==> src/rtl/aes_enc_arb.sv <==
// Round-robin arbiter/sequencer sharing one AES encryption core between NREQ requesters.
// Optional watchdog and early-result checking: define AES_ENC_ARB_WDOG_EN.
module aes_enc_arb #(
    parameter int unsigned NREQ = 4,
    parameter int unsigned IDW  = $clog2(NREQ)
) (
    input  logic                 clk,
    input  logic                 resetn,
    input  logic [NREQ-1:0]      req_valid,
    output logic [NREQ-1:0]      req_ready,
    input  logic [NREQ*128-1:0]  req_data,
    input  logic [NREQ*128-1:0]  req_key,
    output logic                 rsp_valid,
    input  logic                 rsp_ready,
    output logic [127:0]         rsp_data,
    output logic [IDW-1:0]       rsp_id,
    output logic                 core_valid_o,
    output logic [127:0]         core_data_o,
    output logic [127:0]         core_key_o,
    input  logic [127:0]         core_res_i,
    input  logic                 core_valid_i,
    output logic                 err
);

    localparam int unsigned BW = 128;
    localparam int unsigned CW = 4;
    localparam logic [IDW-1:0] PTR_RST = IDW'(NREQ - 1);
`ifdef AES_ENC_ARB_WDOG_EN
    localparam logic [CW-1:0] CNT_EARLY = CW'(10);
    localparam logic [CW-1:0] CNT_MAX   = CW'(15);
`endif

    typedef enum logic [1:0] {
        ST_IDLE,
        ST_LAUNCH,
        ST_WAIT
    } state_t;

    state_t          state;
    logic [IDW-1:0]  last_ptr;
    logic [IDW-1:0]  id_q;
    logic [CW-1:0]   cnt;

    logic [IDW-1:0]  grant;
    logic            grant_vld;
    logic            accept;
    logic [BW-1:0]   sel_data;
    logic [BW-1:0]   sel_key;
    int unsigned     idx;

    // Round-robin search starting one past the last winner
    always_comb begin
        grant     = last_ptr;
        grant_vld = 1'b0;
        idx       = 0;
        for (int unsigned i = 1; i <= NREQ; i++) begin
            idx = (32'(last_ptr) + i) % NREQ;
            if (!grant_vld && req_valid[IDW'(idx)]) begin
                grant     = IDW'(idx);
                grant_vld = 1'b1;
            end
        end
    end

    // Payload mux for the granted requester
    always_comb begin
        sel_data = '0;
        sel_key  = '0;
        for (int unsigned i = 0; i < NREQ; i++) begin
            if (IDW'(i) == grant) begin
                sel_data = req_data[i*BW +: BW];
                sel_key  = req_key[i*BW +: BW];
            end
        end
    end

    // Accept only when idle and the response slot is free or draining this cycle
    always_comb begin
        req_ready = '0;
        if (resetn && (state == ST_IDLE) && grant_vld && (!rsp_valid || rsp_ready))
            req_ready[grant] = 1'b1;
    end

    assign accept = |(req_valid & req_ready);

    always_ff @(posedge clk or negedge resetn) begin
        if (!resetn) begin
            state        <= ST_IDLE;
            last_ptr     <= PTR_RST;
            id_q         <= '0;
            cnt          <= '0;
            rsp_valid    <= 1'b0;
            rsp_data     <= '0;
            rsp_id       <= '0;
            core_valid_o <= 1'b0;
            core_data_o  <= '0;
            core_key_o   <= '0;
`ifdef AES_ENC_ARB_WDOG_EN
            err          <= 1'b0;
`endif
        end else begin
            core_valid_o <= 1'b0;
            if (rsp_valid && rsp_ready)
                rsp_valid <= 1'b0;

            case (state)
                ST_IDLE: begin
                    if (accept) begin
                        core_data_o  <= sel_data;
                        core_key_o   <= sel_key;
                        id_q         <= grant;
                        last_ptr     <= grant;
                        core_valid_o <= 1'b1;
                        state        <= ST_LAUNCH;
                    end
                end
                ST_LAUNCH: begin
                    cnt   <= '0;
                    state <= ST_WAIT;
                end
                ST_WAIT: begin
                    cnt <= cnt + CW'(1);
                    if (core_valid_i) begin
                        rsp_data  <= core_res_i;
                        rsp_id    <= id_q;
                        rsp_valid <= 1'b1;
                        state     <= ST_IDLE;
`ifdef AES_ENC_ARB_WDOG_EN
                        if (cnt < CNT_EARLY)
                            err <= 1'b1;
`endif
                    end
`ifdef AES_ENC_ARB_WDOG_EN
                    else if (cnt == CNT_MAX) begin
                        // Core never answered: flag and drop the job
                        err   <= 1'b1;
                        state <= ST_IDLE;
                    end
`endif
                end
                default: state <= ST_IDLE;
            endcase
        end
    end

`ifndef AES_ENC_ARB_WDOG_EN
    assign err = 1'b0;
`endif

endmodule

==> config.mk <==
export PLATFORM = sky130hd
export DESIGN_NAME = aes_enc_arb
export DESIGN_NICKNAME = d
export VERILOG_FILES = /design/src/rtl/aes_enc_arb.sv
export SDC_FILE = /design/constraint.sdc
export NUM_CORES = 1
export LEC_CHECK = 0
export ABC_AREA = 0
export CAP_MARGIN = 15
export CORE_AREA = 3 3 600 602
export CTS_CLUSTER_DIAMETER = 200
export DETAILED_ROUTE_END_ITERATION = 10
export DIE_AREA = 0 0 603 605
export MAX_ROUTING_LAYER = met4
export PLACE_DENSITY_LB_ADDON = 0.25
export SETUP_SLACK_MARGIN = 0.1
export SYNTH_ARGS = -nofsm -noshare
export SYNTH_HDL_FRONTEND = slang
export SYNTH_SLANG_ARGS = --single-unit
==> constraint.sdc <==
create_clock -name clk -period 5.8 [get_ports clk]
set_clock_uncertainty 0.15 [all_clocks]
set_input_delay 1.74 -clock clk [delete_from_list [all_inputs] [get_ports clk]]
set_output_delay 1.74 -clock clk [all_outputs]
set_load 0.05 [all_outputs]
# Word-level counts from Yosys, hierarchy flattened
# Index checks and enable logic that the tools add are counted.
# Widths: inputs -> output; s select.
[word_totals] regBits=394 out_inout_bits=393 inputBits=1160 wordCells=81
[classes] magnitude_cmp=6 n_eq_ne=7 mux=35 addsub=4 n_bitwise=1 reduce_logical=19
[ops] cell="$mux 128" count=8
[ops] cell="$lt 2x3->1 const B" count=5
[ops] cell="$mux 1" count=14
[ops] cell="$mux 2" count=6
[ops] cell="$bmux 1 s2" count=4
[ops] cell="$logic_and 1x1->1" count=8
[ops] cell="$pmux 2 s3" count=1
[ops] cell="$reduce_and 2->1" count=3
[ops] cell="$add 2x1->2 const B" count=2
[ops] cell="$add 2x2->2 const B" count=2
[ops] cell="$and 4x4->4" count=1
[ops] cell="$eq 2x2->1 const A" count=2
[ops] cell="$logic_not 1->1" count=4
[ops] cell="$logic_not 2->1" count=2
[ops] cell="$mux 4" count=1
[ops] cell="$ne 2x2->1 const B" count=2
[ops] cell="$reduce_or 4->1" count=1
[ops] cell="$demux 1 s2" count=1
[ops] cell="$eq 1x2->1 const A" count=1
[ops] cell="$eq 2x1->1 const B" count=1
[ops] cell="$eq 2x2->1 const B" count=1
[ops] cell="$ge 2x1->1 const B" count=1
[ops] cell="$logic_or 1x1->1" count=1

# Depth between registers and ports, before layout
[logic_depth] word_depth=22 mapped_depth=8 depth_no_buf=6

# Worst setup path after synthesis
# OpenSTA, ideal clock, no wires.
[synth_path] path_type="input to output" start="input port req_valid[3]" end="output port req_ready[0]" slack_ps=567 t_required_ps=3910 path_buffers=3 arrival_time_ps=3343 cell_stages=7 path_cell_list="nor2b_1 -> o21ai_2 -> nand3_1 -> buf_4 -> buf_2 -> buf_2 -> nor2_1"
[synth_between] elab_chain_cells=17 word_cells_on_any_way=30 classes_between="order compare (2); mux (19); reduce/logical (9)"
[synth_rtl] element="start, declared" line="9" source="input logic [NREQ-1:0] req_valid,"
[synth_rtl] element="$bmux 1 s2" line="58" source="if (!grant_vld && req_valid[IDW'(idx)]) begin"
[synth_rtl] element="$mux 1 (not written as such)" line="58"
[synth_rtl] element="$mux 1" line="58"
[synth_rtl] element="$logic_not 1->1" line="58"
[synth_rtl] element="$logic_and 1x1->1" line="58"
[synth_rtl] element="$mux 1" line="58"
[synth_rtl] element="$logic_not 1->1" line="58"
[synth_rtl] element="$logic_and 1x1->1" line="58"
[synth_rtl] element="$mux 1" line="58"
[synth_rtl] element="$logic_not 1->1" line="58"
[synth_rtl] element="$logic_and 1x1->1" line="58"
[synth_rtl] element="$mux 2" line="58"
[synth_rtl] element="$lt 2x3->1 (not written as such) or $ge 2x1->1 (tied branches)" line="81" source="req_ready[grant] = 1'b1;"
[synth_rtl] element="$logic_and 1x1->1 (not written as such)" line="81"
[synth_rtl] element="$mux 1 (not written as such)" line="81"
[synth_rtl] element="$demux 1 s2" line="81"
[synth_rtl] element="$mux 4 (*)" line="80" source="if (resetn && (state == ST_IDLE) && grant_vld && (!rsp_valid || rsp_ready))"
[synth_rtl] element="end, declared" line="10" source="output logic [NREQ-1:0] req_ready,"
# Every way passes the cells marked *; elsewhere a longest branch is shown, timed or not. The select of a mux whose other input is x is not followed.

# Final worst setup path
[layout_path] start="input port rsp_ready" end="output port req_ready[0]"
[layout_between] elab_chain_cells=3
[layout_rtl] element="start, declared" line="14" source="input logic rsp_ready,"
[layout_rtl] element="$logic_or 1x1->1" line="80"
[layout_rtl] element="$logic_and 1x1->1" line="80"
[layout_rtl] element="$mux 4" line="80"
# No other way between the ends.

==> results.md <==
* Sequential area share after synthesis at 0.410
* Post-cts hold buffer count at 0
* CTS Sinks at just under 400
* Async SR Flop Fraction at 1.00
* Post-synth EDFFs at 0
* Sequential Area at ~0.01 mm^2
* Global route hottest layer: met2
* Clk_lat worst skew at 0.80 ns
* Final ANT Viol Nets at 0
* Syn Area/Cell at roughly 12 um^2
* Status: complete, no violations
* Rel. slew slack at 0.0859
* Final-report setup violation count at 0
* Maxcap violations at 0
* Area occupied by multi-input gates at between 0.01 and 0.015 mm^2
* Cell taking the most area after synthesis: dfrtp_1
* Vias in the first global route at around 27k
* Top_reg_cell synth: dfrtp_1
* PwrDens at between 500 and 600 mW/mm^2
* Inserted Clock Buffers at between 70 and 80
* Initial antenna violation count at about 320
* Row cnt at about 220
* Cell variety after synth at 36
* Slew @ Worst Pin at around 1.4 ns
* Setup WS pre-CTS at ~0.35 ns
* Syn Inst Count at a little over 2k
* P_leak at 16.8 nW
* Final net count at roughly 4.7k
* Most frequent cell after synthesis: dfrtp_1
* Final slew viol count at 0
* CP max stage cell: clkdlybuf4s50_1
* Yosys warns at 0
* PortBufs at around 1.6k
* Post-CTS sizing at 0
* Crit path top cell by count: buf_12
* Seq cells post-synth at 394
* Fin crit share at 0.932
* Placer congestion estimate at 0.932
* GRT met1 Usage at 0.181
* H-tree levels at 3
* Initial Util at 0.0676
* Post-DP HPWL at ~250000 um
* CP required at a little under 4 ns
* Via Count at around 26k
* Worst hold path class: flip-flop to flip-flop
* Core Util, Final at 0.135
* Met2 GRT Util at 0.253
* Die width at between 600 and 700 um
* CTS Buffer Depth at 4
* Fmax at about 180 MHz
* Mapped cell area at around 0.024 mm^2
* Final worst setup slack at 0.394 ns
* Via-per-instance ratio at 3.10
* Fill cells at ~40k
* Clock slew at reported path FFs at 0.04 ns
* Routed WL per cell at between 30 and 40 um
* Synthesized Nets at 3219
* Setup_tns at 0 ns
* Critical Path AT at between 3 and 4 ns
* Gr usage total at 0.155
* Worst VDD drop at about 0.38 mV
* # IOs at between 1.5k and 2k
* CTS tree: done
* Drc violations at 0
* Layout cells sized above 1 at 0.196
* RSZ-0062 raised after global routing: no
* Tmin final at roughly 5.4 ns
* Critical Path, Cell by Cell: clkdlybuf4s50_1 -> nand2b_1 -> buf_12 -> nand4_2 -> a21o_1 -> nor2_1 -> buf_12
* Clock root buffer: clkbuf_16
* Routed wire length at between 200000 and 300000 um
* GRT overflow at 0
* Endpoints failing hold at 0
* Die span in y at just over 600 um
* Worst path max stage delay at approximately 0.45 ns
* Drt initial violations at around 1.7k
* P&R area growth vs syn at 99.1%
* Setup crit start kind: input pin
* Crit end category: primary output
* Core ar. at 0.355 mm^2
* Die area at 0.365 mm^2
* Area fraction of the dominant cell type after synthesis at 0.408
* Pin count of the biggest net entering global routing at between 100 and 150
* Crit path kind: input pin to primary output
* First-pass GRT wire length at ~350000 um
* Max Fanout on Critical Path at 4
* DR pass1 iterations at 5
* GR Util met3 at 0.0577
* Synth area leaders: dfrtp_1, a221oi_2, mux2i_1, a211oi_2, and2_1
* Post-CTS Setup Inserts at 0
* Most frequent cells after synthesis: dfrtp_1, nor2_1, and2_1, mux2i_1, a211oi_2
where the power goes:
group | internal [mW] | switching [mW] | leakage [nW]
Clock | 2.80 | 1.82 | 1.15
Combinational | 5.57 | 11.8 | 11.2
Sequential | 4.17 | 0.941 | 4.46
sequential cells by signal (all words and copies together) (netlist names):
signal	flops
rsp_id	2
core_valid_o	1
core_data_o	128
core_key_o	128
id_q	2
state	2
last_ptr	2
rsp_data	128
rsp_valid	1
final cells by class:
cell class | instances | share of cell area
diodes | 87 | 0.00455
inverters | 3 | 0.000392
flip-flops and latches | 394 | 0.206
well taps | 4751 | 0.124
repair buffers | 1624 | 0.342
multi-input cells | 1448 | 0.273
clock buffers | 108 | 0.0447
clock inverters | 17 | 0.00531
kinds of logic (layout without fill, tap and decap cells):
logic type | count (synthesis) | count (layout) | share of synthesized area
AND/OR/NAND/NOR | 540 | 540 | 0.113
AO/OA/AOI/OAI | 520 | 520 | 0.261
flip-flops | 394 | 394 | 0.410
multiplexers | 387 | 387 | 0.168
buffers and inverters | 217 | 1752 | 0.0479
other | 1 | 88 | 0.000156
worst paths after layout:
check	startpoint	to	depth (start not counted)	slack, ns
max	rsp_ready	req_ready[0]	7	0.39
min	id_q[1]	id_q[1]	2	0.34
max reg2reg	state[1]	core_data_o[123]	8	2.07
min reg2reg	id_q[1]	id_q[1]	2	0.34
max in group asynchronous	resetn	core_data_o[25]	4	2.27
min in group asynchronous	resetn	id_q[0]	2	0.95
worst max-delay path: cells and delay by family:
| kind | cells | cell delay, ns |
|---|---|---|
| AND/OR/NAND/NOR | 3 | 0.64 |
| buffers and inverters | 3 | 0.79 |
| AO/OA/AOI/OAI | 1 | 0.30 |
placed cells by master (no fill, tap or decap), drive strengths merged, types with 2 or more instances in the layout:
master | synthesis | layout
a211oi | 256 | 256
a21oi | 3 | 3
a221oi | 256 | 256
and2 | 257 | 257
buf | 144 | 91
bufinv | 0 | 6
clkbuf | 70 | 108
clkdlybuf4s50 | 0 | 1533
clkinv | 0 | 4
clkinvlp | 0 | 6
dfrtp | 392 | 392
dfstp | 2 | 2
diode | 0 | 87
inv | 3 | 4
mux2 | 131 | 131
mux2i | 256 | 256
nand2 | 4 | 4
nand3 | 2 | 2
nor2 | 267 | 267
nor2b | 4 | 4
o21ai | 4 | 4
metrics by stage:
stage / power (mW) / hold WS [ns] / instances / area [um^2]
finish: 27.1 / 0.336 / 8432 / 47900
global route: 28.3 / 0.372 / 8424 / 47800
floorplan: 14.9 / 0.292 / 2059 / 24000
detailed placement: 22.8 / 0.332 / 8220 / 45200
global placement: 22.7 / 0.328 / 8220 / 45200
CTS: 27.7 / 0.342 / 8345 / 47600
per-layer routing:
metal / up-vias / share of wire
met2: 1529 / 0.47
met5: - / 0
met4: 0 / 0.030
met1: 13100 / 0.41
met3: 550 / 0.090
li1: 10900 / -
No activity file was read; power rests on OpenSTA's default activity.
